[config.mk]
export PLATFORM = sky130hd
export DESIGN_NAME = mem_access_unit
export DESIGN_NICKNAME = d
export VERILOG_FILES = /design/src/rtl/mem_definitions.sv /design/src/rtl/mem_lane_align.sv /design/src/rtl/mem_access_unit.sv
export SDC_FILE = /design/constraint.sdc
export NUM_CORES = 1
export LEC_CHECK = 0
export ABC_CLOCK_PERIOD_IN_PS = 6000
export CORE_ASPECT_RATIO = 0.7
export CORE_UTILIZATION = 30
export CTS_BUF_LIST = sky130_fd_sc_hd__clkbuf_16
export DETAILED_ROUTE_END_ITERATION = 10
export SLEW_MARGIN = 0
export SYNTH_ARGS = -nofsm -noshare
export SYNTH_HDL_FRONTEND = slang
export SYNTH_SLANG_ARGS = --single-unit
[constraint.sdc]
create_clock -name clk -period 6 [get_ports clk]
set_clock_uncertainty 0.1 [all_clocks]
set_input_delay 1.2 -clock clk [delete_from_list [all_inputs] [get_ports clk]]
set_output_delay 1.2 -clock clk [all_outputs]
set_load 0.05 [all_outputs]
[src/rtl/mem_definitions.sv]
// Shared types for the memory stage: access-size encoding from the decoder
// and the state encoding of the memory access unit.
package mem_definitions;

  typedef enum logic [2:0] {
    MEM_BYTE  = 3'd0,
    MEM_HALF  = 3'd1,
    MEM_WORD  = 3'd2,
    MEM_UBYTE = 3'd4,
    MEM_UHALF = 3'd5
  } mem_mask_t;

  typedef enum logic [1:0] {
    MAU_IDLE = 2'd0,
    MAU_REQ  = 2'd1,
    MAU_DONE = 2'd2
  } mau_state_t;

  localparam int MAU_TIMEOUT_DEFAULT = 16;

endpackage

[src/rtl/mem_lane_align.sv]
// Byte-lane steering for the memory stage: store enables/replicated data,
// misalignment detection, and load-side lane extraction with extension.
module mem_lane_align
  import mem_definitions::*;
(
  input  mem_mask_t   req_mask,
  input  logic [1:0]  req_lane,
  input  logic [31:0] req_data,
  output logic [3:0]  st_be,
  output logic [31:0] st_wdata,
  output logic        misaligned,
  input  mem_mask_t   ld_mask,
  input  logic [1:0]  ld_lane,
  input  logic [31:0] ld_rdata,
  output logic [31:0] ld_data
);

  logic [7:0]  ld_byte;
  logic [15:0] ld_half;

  // Unsigned variants share the store path with their signed counterparts.
  always_comb begin
    st_be      = 4'hF;
    st_wdata   = req_data;
    misaligned = 1'b0;
    case (req_mask)
      MEM_BYTE, MEM_UBYTE: begin
        st_be    = 4'b0001 << req_lane;
        st_wdata = {4{req_data[7:0]}};
      end
      MEM_HALF, MEM_UHALF: begin
        st_be      = 4'b0011 << {req_lane[1], 1'b0};
        st_wdata   = {2{req_data[15:0]}};
        misaligned = req_lane[0];
      end
      default: misaligned = |req_lane;
    endcase
  end

  always_comb begin
    ld_byte = ld_rdata[{ld_lane, 3'b000} +: 8];
    ld_half = ld_lane[1] ? ld_rdata[31:16] : ld_rdata[15:0];
    case (ld_mask)
      MEM_BYTE:  ld_data = {{24{ld_byte[7]}}, ld_byte};
      MEM_UBYTE: ld_data = {24'b0, ld_byte};
      MEM_HALF:  ld_data = {{16{ld_half[15]}}, ld_half};
      MEM_UHALF: ld_data = {16'b0, ld_half};
      default:   ld_data = ld_rdata;
    endcase
  end

endmodule

[src/rtl/mem_access_unit.sv]
// Memory-stage responder: turns MemRead/MemWrite/Mmask into one word-aligned
// bus transaction, stalling upstream until it completes or times out.
module mem_access_unit
  import mem_definitions::*;
#(
  parameter int TIMEOUT_CYCLES = MAU_TIMEOUT_DEFAULT,
  parameter int ADDR_W         = 32
) (
  input  logic              clk,
  input  logic              rst_n,
  input  logic              mem_read,
  input  logic              mem_write,
  input  mem_mask_t         mmask,
  input  logic [ADDR_W-1:0] addr,
  input  logic [31:0]       store_data,
  output logic              stall,
  output logic [31:0]       load_data,
  output logic              load_valid,
  output logic              fault,
  output logic              bus_req,
  output logic              bus_we,
  output logic [ADDR_W-1:0] bus_addr,
  output logic [3:0]        bus_be,
  output logic [31:0]       bus_wdata,
  input  logic [31:0]       bus_rdata,
  input  logic              bus_ack
);

  localparam int CNT_W = (TIMEOUT_CYCLES > 1) ? $clog2(TIMEOUT_CYCLES) : 1;
  localparam logic [CNT_W-1:0] CNT_LAST = CNT_W'(TIMEOUT_CYCLES - 1);

  mau_state_t        state_q, state_d;
  logic [CNT_W-1:0]  tmo_cnt_q, tmo_cnt_d;
  logic [ADDR_W-1:0] bus_addr_q, bus_addr_d;
  logic [3:0]        bus_be_q, bus_be_d;
  logic [31:0]       bus_wdata_q, bus_wdata_d;
  logic              bus_we_q, bus_we_d;
  mem_mask_t         ld_mask_q, ld_mask_d;
  logic [1:0]        ld_lane_q, ld_lane_d;
  logic [31:0]       load_data_q, load_data_d;
  logic              timed_out_q, timed_out_d;
  logic              illegal_q, illegal_d;

  logic [3:0]  st_be;
  logic [31:0] st_wdata;
  logic [31:0] ld_ext;
  logic        misaligned;
  logic        access, illegal, legal;

  mem_lane_align u_align (
    .req_mask   (mmask),
    .req_lane   (addr[1:0]),
    .req_data   (store_data),
    .st_be      (st_be),
    .st_wdata   (st_wdata),
    .misaligned (misaligned),
    .ld_mask    (ld_mask_q),
    .ld_lane    (ld_lane_q),
    .ld_rdata   (bus_rdata),
    .ld_data    (ld_ext)
  );

  assign access  = mem_read | mem_write;
  assign illegal = access & ((mem_read & mem_write) | misaligned);
  assign legal   = access & ~illegal;

  always_comb begin
    state_d     = state_q;
    tmo_cnt_d   = tmo_cnt_q;
    bus_addr_d  = bus_addr_q;
    bus_be_d    = bus_be_q;
    bus_wdata_d = bus_wdata_q;
    bus_we_d    = bus_we_q;
    ld_mask_d   = ld_mask_q;
    ld_lane_d   = ld_lane_q;
    load_data_d = load_data_q;
    timed_out_d = timed_out_q;
    illegal_d   = 1'b0;
    case (state_q)
      MAU_IDLE: begin
        if (legal) begin
          bus_addr_d  = {addr[ADDR_W-1:2], 2'b00};
          bus_we_d    = mem_write;
          bus_be_d    = mem_write ? st_be : 4'hF;
          bus_wdata_d = mem_write ? st_wdata : 32'b0;
          ld_mask_d   = mmask;
          ld_lane_d   = addr[1:0];
          tmo_cnt_d   = '0;
          timed_out_d = 1'b0;
          state_d     = MAU_REQ;
        end else begin
          illegal_d = illegal;
        end
      end
      MAU_REQ: begin
        // An ack on the final counted cycle still completes normally.
        if (bus_ack) begin
          if (!bus_we_q) load_data_d = ld_ext;
          state_d = MAU_DONE;
        end else if (tmo_cnt_q == CNT_LAST) begin
          timed_out_d = 1'b1;
          load_data_d = 32'b0;
          state_d     = MAU_DONE;
        end else begin
          tmo_cnt_d = tmo_cnt_q + CNT_W'(1);
        end
      end
      default: state_d = MAU_IDLE;
    endcase
  end

  always_ff @(posedge clk or negedge rst_n) begin
    if (!rst_n) begin
      state_q     <= MAU_IDLE;
      tmo_cnt_q   <= '0;
      bus_addr_q  <= '0;
      bus_be_q    <= 4'b0;
      bus_wdata_q <= 32'b0;
      bus_we_q    <= 1'b0;
      ld_mask_q   <= MEM_BYTE;
      ld_lane_q   <= 2'b0;
      load_data_q <= 32'b0;
      timed_out_q <= 1'b0;
      illegal_q   <= 1'b0;
    end else begin
      state_q     <= state_d;
      tmo_cnt_q   <= tmo_cnt_d;
      bus_addr_q  <= bus_addr_d;
      bus_be_q    <= bus_be_d;
      bus_wdata_q <= bus_wdata_d;
      bus_we_q    <= bus_we_d;
      ld_mask_q   <= ld_mask_d;
      ld_lane_q   <= ld_lane_d;
      load_data_q <= load_data_d;
      timed_out_q <= timed_out_d;
      illegal_q   <= illegal_d;
    end
  end

  // The issue-cycle stall is combinational, so it is gated while reset is held.
  assign stall      = rst_n & ((state_q == MAU_IDLE && legal) || state_q == MAU_REQ);
  assign bus_req    = (state_q == MAU_REQ);
  assign bus_we     = bus_we_q;
  assign bus_addr   = bus_addr_q;
  assign bus_be     = bus_be_q;
  assign bus_wdata  = bus_wdata_q;
  assign load_data  = load_data_q;
  assign load_valid = (state_q == MAU_DONE) & ~bus_we_q & ~timed_out_q;
  assign fault      = illegal_q | ((state_q == MAU_DONE) & timed_out_q);

endmodule

Word level (Yosys, flattened, before mapping). Cells that the tools add are included.

Register bits after elaboration: 112. Bits of input ports: 104. Logic and storage cells: 82.

Add/subtract/negate cells: 1. Equal/unequal tests: 15. Shift operators: 3. Muxes and demuxes: 24. Bitwise logic cells: 13. Reductions and logical operators: 15.

Operators by type and width (number): $mux W32 (4); $pmux W32 S4 (1); $pmux W32 S2 (1); $shiftx A32 B6 Y8 (1); $mux W16 (1); $mux W4 (4); $pmux W4 S2 (2); $eq A3 B3 Y1 const B (4); $ne A2 B2 Y1 const B (4); $reduce_and A4 Y1 (2); $and A1 B1 Y1 (7); $eq A3 B1 Y1 const B (2); $logic_not A3 Y1 (2); $mux W2 (3); $reduce_or A2 Y1 (3); $mux W1 (5); $add A4 B1 Y4 const B (1); $eq A4 B4 Y1 const B (1); $pmux W1 S2 (2); $pmux W2 S2 (1); $reduce_and A2 Y1 (2); $reduce_bool A2 Y1 (2); $shl A1 B2 Y4 const A (1); $shl A2 B2 Y4 const A (1); 10 further kinds (14).

Longest topological paths before layout.
Depth in word-level cells: 10. Gate-level depth with buffers: 7. Depth with buffers taken out: 5.

Cells and area by module. From an unflattened synthesis, not the netlist that was laid out.

Cells, all modules: 647. Area total of the unflattened synthesis: 5865.6 um^2.

Modules (own cells, without submodules): mem_access_unit (times used 1, cells each 465, area an instance 4615.7 um^2, seq. area each 2802.7 um^2); mem_lane_align (times used 1, cells each 182, area an instance 1249.9 um^2, seq. area each 0.0 um^2).

Worst setup path before layout. No wires, ideal clock.

Kind: input-to-output. From: in mem_write. To: out stall. Data arrival time: 3.195 ns. Path slack: 1.505 ns. Cell stages on the path: 5. Cell sequence: clkbuf_1 > or2_2 > o2111ai_1 > clkbuf_1 > a21boi_0.

Longest elaborated chain between the ends: 8.

Ends and longest elaborated chain: start: declaration (RTL line mem_access_unit.sv:12) `input logic mem_write,`; $and A1 B1 Y1 (RTL line mem_access_unit.sv:64) `assign illegal = access & ((mem_read & mem_write) | misaligned);`; $or A1 B1 Y1 (RTL line mem_access_unit.sv:64); $and A1 B1 Y1 (RTL line mem_access_unit.sv:64); $not A1 Y1 (RTL line mem_access_unit.sv:65) `assign legal = access & ~illegal;`; $and A1 B1 Y1 (*) (RTL line mem_access_unit.sv:65); $logic_and A1 B1 Y1 (*) (RTL line mem_access_unit.sv:141) `assign stall = rst_n & ((state_q == MAU_IDLE && legal) || state_q == MAU_REQ);`; $logic_or A1 B1 Y1 (*) (RTL line mem_access_unit.sv:141); $and A1 B1 Y1 (*) (RTL line mem_access_unit.sv:141); end: declaration (RTL line mem_access_unit.sv:16) `output logic stall,`.

Mark *: on every way between the ends. The rest lies on a longest branch, timed or not.

Worst setup path in the final report.
From: in mmask[0]. To: out stall.

Longest elaborated chain between the ends: 10.

Ends and longest elaborated chain: start: declaration (RTL line mem_access_unit.sv:13) `input mem_mask_t mmask,`; $eq A3 B1 Y1, or another cell as far along (RTL line mem_lane_align.sv:26) `case (req_mask)`; $reduce_or A2 Y1 (RTL line mem_lane_align.sv:26); $pmux W1 S2 (*) (RTL line mem_lane_align.sv:26); $or A1 B1 Y1 (*) (RTL line mem_access_unit.sv:64); $and A1 B1 Y1 (*) (RTL line mem_access_unit.sv:64); $not A1 Y1 (*) (RTL line mem_access_unit.sv:65); $and A1 B1 Y1 (*) (RTL line mem_access_unit.sv:65); $logic_and A1 B1 Y1 (*) (RTL line mem_access_unit.sv:141); $logic_or A1 B1 Y1 (*) (RTL line mem_access_unit.sv:141); $and A1 B1 Y1 (*) (RTL line mem_access_unit.sv:141).

Marked as above.

==> impl_metrics.py <==
metrics = {
    "worst_setup_path": {
        "reg2reg_to": "load_data[28]",
        "endpoint_kind": "output port",
        "path_max_fanout": 13,
        "r2r_start": "ld_mask_q[0]",
        "required_ns": 4.70,
        "reg2reg_depth": 4,
        "critical_path.startpoint_type": "input port",
        "critPathKind": "in -> out",
        "r2r_setup_slack_ns": 3.32,
        "cp.arrival_ns": 3.16,
    },
    "finish": {
        "fin_cells": 915,
        "diodes": 0,
        "fin_nets": 785,
        "layout-drive-gt1-share_pct": 13.3,
        "multiInputGateArea_mm2": 0.00227,
        "nFillCells": 1590,
        "seq_area_mm2": 0.00280,
        "area_growth_pct": 49.5,
    },
    "hold_path": {
        "hp-class": "reg -> reg",
        "whs_path_depth": 2,
        "hold_end": "load_data[1]",
        "min_from": "load_data[1]",
    },
    "global_route": {
        "track_usage_pct": 18.1,
        "use_met1_pct": 23.5,
        "grt_max_degree": 106,
        "grt_pass1_wl_mm": 25.2,
        "met2_usage_pct": 28.2,
        "busiest_layer": "met2",
        "grt_pass1_vias": 4673,
        "grt_antenna_before_repair": 0,
        "overflow": 0,
        "met3_usage_pct": 6.89,
    },
    "sta": {
        "tns_ns": 0,
        "slew_headroom_pct": 30.2,
        "hold_viol": 0,
        "fmax_ghz": 0.224,
        "slew_violations": 0,
        "fin_crit_ns": 4.46,
        "rsz0062_at_grt": "false",
        "worstMarginPinSlew_ns": 1.05,
        "setup_viol": 0,
        "fin_crit_sh_pct": 74.3,
    },
    "yosys": {
        "ys_top_cells_by_area": "dfrtp_1 53%, mux2_2 11%, nand2_1 7.5%",
        "synthFlopType": "dfrtp_1",
        "synth.avg_cell_area_um2": 10.7,
        "synth_top_area_share_pct": 53.4,
        "yosys_warnings": 0,
        "synthArstFlopShare_pct": 100,
        "ys_ff_latch": 112,
        "ys_types": 48,
        "synth.largest_area_cell": "dfrtp_1",
        "ys_top_cells_by_count": "112 x dfrtp_1, 105 x nand2_1, 53 x o21ai_0",
        "synth_most_common_cell": "dfrtp_1",
        "yosysSeqAreaShare_pct": 53.4,
        "synth_edf_count": 0,
        "synth.cell_area_mm2": 0.00525,
        "syn_inst": 493,
    },
    "floorplan": {
        "fp.dieH_um": 113,
        "row_count": 40,
        "design.core.area_mm2": 0.0171,
        "dieWidth_um": 160,
        "initial_core_util_pct": 30.7,
        "pin_count": 209,
        "fp.dieArea_mm2": 0.0180,
    },
    "drt": {
        "drc": 0,
        "wire_per_inst_um": 17.2,
        "vias": 4431,
        "wirelength_mm": 15.7,
        "drtAntennaViolNets": 0,
        "vias_per_cell": 4.84,
        "drtIter0Drc": 206,
        "dr.pass1.iters": 4,
    },
    "power": {
        "p_per_area_mw_per_mm2": 525,
        "ir_drop_mv": 0.315,
        "p_leak_nw": 3.33,
    },
    "clocking": {
        "clk_path_buf_depth": 2,
        "cts_sinks": 112,
        "postCtsSetupRepairBufs": 0,
        "ctsResizeCount": 0,
        "numCtsBuffers": 9,
        "clk_pin_slew_ns": 0.08,
        "ctsHoldBuffers": 0,
        "cts_root_buf": "clkbuf_16",
        "cts_tree": "built",
        "htreeDepth": 3,
        "insertion_delay_ns": 0.35,
    },
    "run": {
        "cap_violations": 0,
    },
    "place": {
        "placed_cells": 900,
        "dp_hpwl_mm": 11.4,
        "portBuffers": 206,
        "gp_congestion": 0.822,
    },
    "run_status": {
        "outcome": "finished clean",
    },
}
flip-flops by register name (all words and copies together) (netlist names):
signal	count
state_q	2
load_data	32
bus_wdata	32
bus_be	4
timed_out_q	1
ld_mask_q	3
illegal_q	1
ld_lane_q	2
tmo_cnt_q	4
bus_we	1
bus_addr	30
power by group:
part	switching, mW	total [mW]	leakage (nW)	internal (mW)
clock	0.278	0.726	0.171	0.448
combinational	1.35	2.12	1.76	0.775
sequential	0.234	1.27	1.40	1.04
total	1.86	4.12	3.33	2.26
kinds of logic (layout without fill, tap and decap cells):
logic type                 after synthesis  after routing  share of synthesized area (%)
buffers and inverters                   46            236                           3.81
other                                    1              2                         0.0714
AOI/OAI and AO/OA                      117            117                           15.7
adders and majority gates                1              1                          0.238
DFF                                    112            112                           53.4
and+or+nand+nor                        146            146                           12.0
xor gates and xnor gates                 1              1                          0.167
muxes                                   69             69                           14.6
worst max path at each step:
stage               startpoint     to  slack (ns)
finish                mmask[0]  stall        1.54
global route          mmask[0]  stall        1.37
CTS                   mmask[0]  stall        1.51
detailed placement    mmask[0]  stall        1.51
global placement      mmask[0]  stall        1.57
floorplan            mem_write  stall        1.51
critical path, cell delays in order:
cell and delay, ns:
clkdlybuf4s50_1 0.87, a21oi_1 0.26, o2111ai_4 0.46, a21boi_0 0.16
buf_4 0.21
cell type report:
class	instances	share of cell area (%)
clock inverter	6	1.69
clock buffer	9	2.87
timing repair buffer	211	26.7
inverter	10	0.478
multi-input combinational	336	28.9
sequential	112	35.7
tap	231	3.68
layer usage:
layer	part of all wire (%)	vias to the layer above
met5	0	-
met3	9.1	15
met2	44	172
met1	45	2135
li1	-	2109
met4	1.2	0
through the flow:
| stage | worst slack [ns] | hold slack (ns) | instance area, um^2 | util, % | power (mW) |
|---|---|---|---|---|---|
| floorplan | 1.51 | 0.388 | 5260 | - | 2.64 |
| global placement | 1.57 | 0.360 | 7490 | 43.8 | 3.39 |
| detailed placement | 1.51 | 0.368 | 7490 | 43.8 | 3.42 |
| CTS | 1.51 | 0.385 | 7850 | 45.9 | 4.16 |
| global route | 1.37 | 0.400 | 7850 | 45.9 | 4.32 |
| finish | 1.54 | 0.377 | 7850 | 45.9 | 4.12 |
layout by cell type (no fill, tap or decap), types with 7 or more instances in the layout:
cell type and instances:
dfrtp_1 112, clkbuf_16 9, clkdlybuf4s50_1 204, mux2i_1 16, buf_4 7, inv_1 10, o21ai_0 53, mux2_2 52
nand2_1 105, a22o_1 7, a221o_1 8, a221o_2 10, nor2_1 12, a21o_1 7
No activity file was read; power rests on OpenSTA's default activity.
==> variant 1: new RTL, same flow settings <==
`load_data_q` no longer has a reset.
--- a/src/rtl/mem_access_unit.sv
+++ b/src/rtl/mem_access_unit.sv
@@ -121,3 +121,2 @@
       ld_lane_q   <= 2'b0;
-      load_data_q <= 32'b0;
       timed_out_q <= 1'b0;
@@ -133,3 +132,2 @@
       ld_lane_q   <= ld_lane_d;
-      load_data_q <= load_data_d;
       timed_out_q <= timed_out_d;
@@ -137,2 +135,6 @@
     end
+  end
+
+  always_ff @(posedge clk) begin
+    load_data_q <= load_data_d;
   end
Behaviour: differs if rst_n is asserted again (counterexample within 4 cycles, from zero or initial values and one cycle with rst_n low); with rst_n held inactive, the same outputs for 4 cycles.
==> variant 1 against the unedited design <==
The run now ends with design-rule violations left. Setup slack better by 0.34 ns. Synthesized cell count is 5.9% lower. Cell count is 1.9% lower. Final area rose by 2.3%. Wire length is 4.5% lower. Total power fell by 2.0%. Sequential cell count unchanged. First-iteration DRC count up 4.4%. Synthesized area increased by 4.8%. Critical path type unchanged. Highest routed layer unchanged.
==> variant 1: results <==
[outcome]
outcome = "complete, but fails checks"
violations = "design-rule violations"

[synthesis]
synthCells = 464
synth.distinct_cells = 44
synth_common_cells = "dfrtp_1 (80), mux2_2 (55), nand2_1 (52)"
synth_area_leaders = "dfrtp_1 (36%), edfxtp_1 (17%), mux2_2 (11%)"
yosys.area.top_type = "dfrtp_1"
synth-edff-count = 32
async_reset_ff_share_pct = 71.4
synth-seq-area-share_pct = 53.8
ys_warn_count = 0

[finish]
instances_no_fill = 898
drive_gt1_share_pct = 14.8
nNetsFinal = 762
n_antenna_cell = 0

[setup_path]
cp_max_fo = 36
crit_path_start = "mmask[1]"
arrival_ns = 2.82
path_class = "in2out"
rr_startpoint = "ld_lane_q[1]"

[placed_design]
pre_cts_slack_ns = 1.87
place_congestion = 0.873
dp_cells = 882
hpwl_mm = 10.9

[global_routing]
antenna_found_initial = 0
track_usage_pct = 16.5
grt_start_max_net_pins = 79
grt_pass1_vias = 4408
grt_pass1_wl_mm = 23.9

[drt]
drt_iter0_markers = 215
vias = 4260
drc = 2
drt_pass1_iterations = 7
routedWlPerCell_microns = 16.7

[cts]
clk_pin_slew_ns = 0.08
clk_latency_ns = 0.35
ctsResizeCount = 0
cts-root-buf = "clkbuf_16"
cts.htree.levels = 3
cts_buffer_depth = 2
cts_setup_buffers = 0
cts_buffers = 9

[worst_hold_path]
min_from = "bus_addr[25]"
hp-class = "reg2reg"

[pwr]
power_leakage_nw = 3.19
peakVddDrop_uv = 311

[timing]
relSlewSlack_pct = 30.4
-- variant 1: cell count changes in the layout (fill, tap and decap cells not counted), moves of 11 or more --
| cell | delta |
|---|---|
| o221a_2 | +11 |
| nand2_1 | -53 |
| edfxtp_1 | +32 |
| inv_1 | +13 |
| a21boi_0 | +20 |
| dfrtp_1 | -32 |
| mux2i_1 | +24 |
| o21ai_0 | -21 |
-- variant 1: where the power goes --
part	leakage (nW)	switching, mW	internal, mW
clock network	0.150	0.295	0.330
registers	1.28	0.214	1.07
logic	1.76	1.33	0.798
total	3.19	1.84	2.20
-- variant 1: path summary, 6_finish.rpt --
check                           endpoint  slack, ns  cells after the start
min                         bus_addr[25]       0.40                      1
min reg2reg                 bus_addr[25]       0.40                      1
max                                stall       1.88                      7
max in group asynchronous   bus_wdata[7]       4.11                      2
min in group asynchronous   bus_addr[14]       0.71                      1
max reg2reg                load_data[15]       3.56                      4
-- variant 1: area by class of cell --
type                            count  area, sq um
Clock buffer                        9          225
Clock inverter                      7         78.8
Fill cell                        1662         9970
Inverter                           22         82.6
Multi-Input combinational cell    298         2260
Sequential cell                   112         2960
Tap cell                          236          295
Timing Repair Buffer              214         2130
-- variant 1: critical path: stages --
cell and delay, ns:
clkdlybuf4s50_1 0.45, buf_4 0.35, o21ai_1 0.19, nand2_2 0.13
nor4_4 0.05, o21a_1 0.24, buf_12 0.17
-- variant 1: per-stage QoR --
stage          hold slack (ns)  power [mW]  area (sq um)
2_1_floorplan            0.424        2.70          5510
3_3_place_gp             0.372        3.41          7730
3_5_place_dp             0.386        3.43          7730
4_1_cts                  0.409        4.08          8030
5_1_grt                  0.428        4.26          8030
6_report                 0.402        4.04          8030
-- variant 1: cell families after synthesis --
family	synth area share, %
flops	53.8
simple gates	8.85
mux	19.6
compound gates	12.2
buf+inv	5.30
fa+ha+maj	0.227
other cells	0.0681
-- variant 1: routing by layer --
| layer | GRT usage, % | wire [microns] | vias to the layer above | part of all wire (%) |
|---|---|---|---|---|
| met5 | 0 | 0 | - | 0 |
| met4 | 4.81 | 229 | 0 | 1.5 |
| met3 | 5.34 | 1060 | 15 | 7.0 |
| met2 | 24.9 | 6670 | 145 | 44 |
| met1 | 22.5 | 7070 | 2066 | 47 |
| li1 | - | - | 2034 | - |
==> variant 2: new RTL, same settings <==
Made on the original files. `MAU_TIMEOUT_DEFAULT`: 16 -> 32.
--- a/src/rtl/mem_definitions.sv
+++ b/src/rtl/mem_definitions.sv
@@ -18,3 +18,3 @@
 
-  localparam int MAU_TIMEOUT_DEFAULT = 16;
+  localparam int MAU_TIMEOUT_DEFAULT = 32;
 
Check against the original RTL: no difference found for any inputs over 4 cycles, from zero or initial values and one cycle with rst_n low; that may be too few to reach the edited logic, so the function may still have changed.
==> variant 2 against the unedited design <==
Synthesized cell count up 7.1%. Synthesized area increased by 2.6%. Clock power increased by 28%. Setup slack improved by 0.18 ns. Sequential cell count grew 1. Die area grew 2.6%. Utilization rose by 0.94 points. Final area up 3.5%. Wire length up 3.1%. Via count up 4.9%. Total power increased by 4.1%. Global-route usage shrank 0.079 points.
==> variant 2: results <==
[outcome]
outcome = "complete, no violations"

[cts]
cts_buffers = 17
clk_pin_slew_ns = 0.05
clk_latency_ns = 0.40
cts.htree.levels = 4

[synthesis]
synth-xor-area-share_pct = 0.325
synth_area_leaders = "dfrtp_1 (52%), mux2_2 (13%), nand2_1 (8.4%)"
yosys-mux-area-fraction_pct = 15.6
synth_common_cells = "nand2_1 (121), dfrtp_1 (113), o21ai_0 (75)"
yosysMostFrequentCell = "nand2_1"
synth-seq-area-share_pct = 52.5
synth-compound-area-share_pct = 14.9
avgSynthCellArea_sq_um = 10.2
synth.distinct_cells = 41

[global_routing]
met2_usage_pct = 28.0
track_usage_pct = 18.0
grt_pass1_vias = 4865
grt_pass1_wl_mm = 25.8
grtUsageMet3_pct = 7.28

[timing]
worst_slew_pin_slew_ns = 1.03
fin_hold_ws_ns = 0.377
fin_crit_sh_pct = 71.4

[drt]
vias = 4648
wl_mm = 16.2
m1WireLength_mm = 7.27
drt_iter0_markers = 289

[setup_path]
reg2reg_slack_ns = 3.63
cp_max_fo = 36
arrival_ns = 2.98
crit_path_start = "mem_write"
r2r_end = "tmo_cnt_q[3]"

[pwr]
power_leakage_nw = 3.45
peakVddDrop_uv = 283

[placed_design]
pre_cts_slack_ns = 1.69
hpwl_mm = 11.8
placed_area_sq_um = 7600
dp_cells = 935

[finish]
instances_no_fill = 966
nNetsFinal = 829
drive_gt1_share_pct = 14.7

[worst_hold_path]
min_from = "bus_wdata[5]"
[variant 2: cell count changes after synthesis, moves of 8 or more]
cell | before | now
o21ai_0 | 53 | 75
a21oi_1 | 6 | 19
a221o_2 | 10 | 0
a21boi_2 | 0 | 8
nand2_1 | 105 | 121
mux2_2 | 52 | 60
o21ai_1 | 0 | 14
clkbuf_1 | 26 | 17
[variant 2: worst min-delay path, stage by stage, from the launching register on]
cell	delay, ns
dfrtp_1	0.34
nand2_1	0.04
o21ai_0	0.06
[variant 2: power by group]
part / switching [mW] / internal [mW] / total [mW]
registers: 0.222 / 1.04 / 1.26
logic: 1.36 / 0.745 / 2.10
clock network: 0.335 / 0.591 / 0.926
[variant 2: final cells by class]
class,count,area [sq um]
clock buffers,17,425
clock inverters,14,109
fillers,1630,9240
inverters,8,30.0
multi-input cells,371,2350
flip-flops and latches,113,2830
well taps,231,289
repair buffers,212,2100
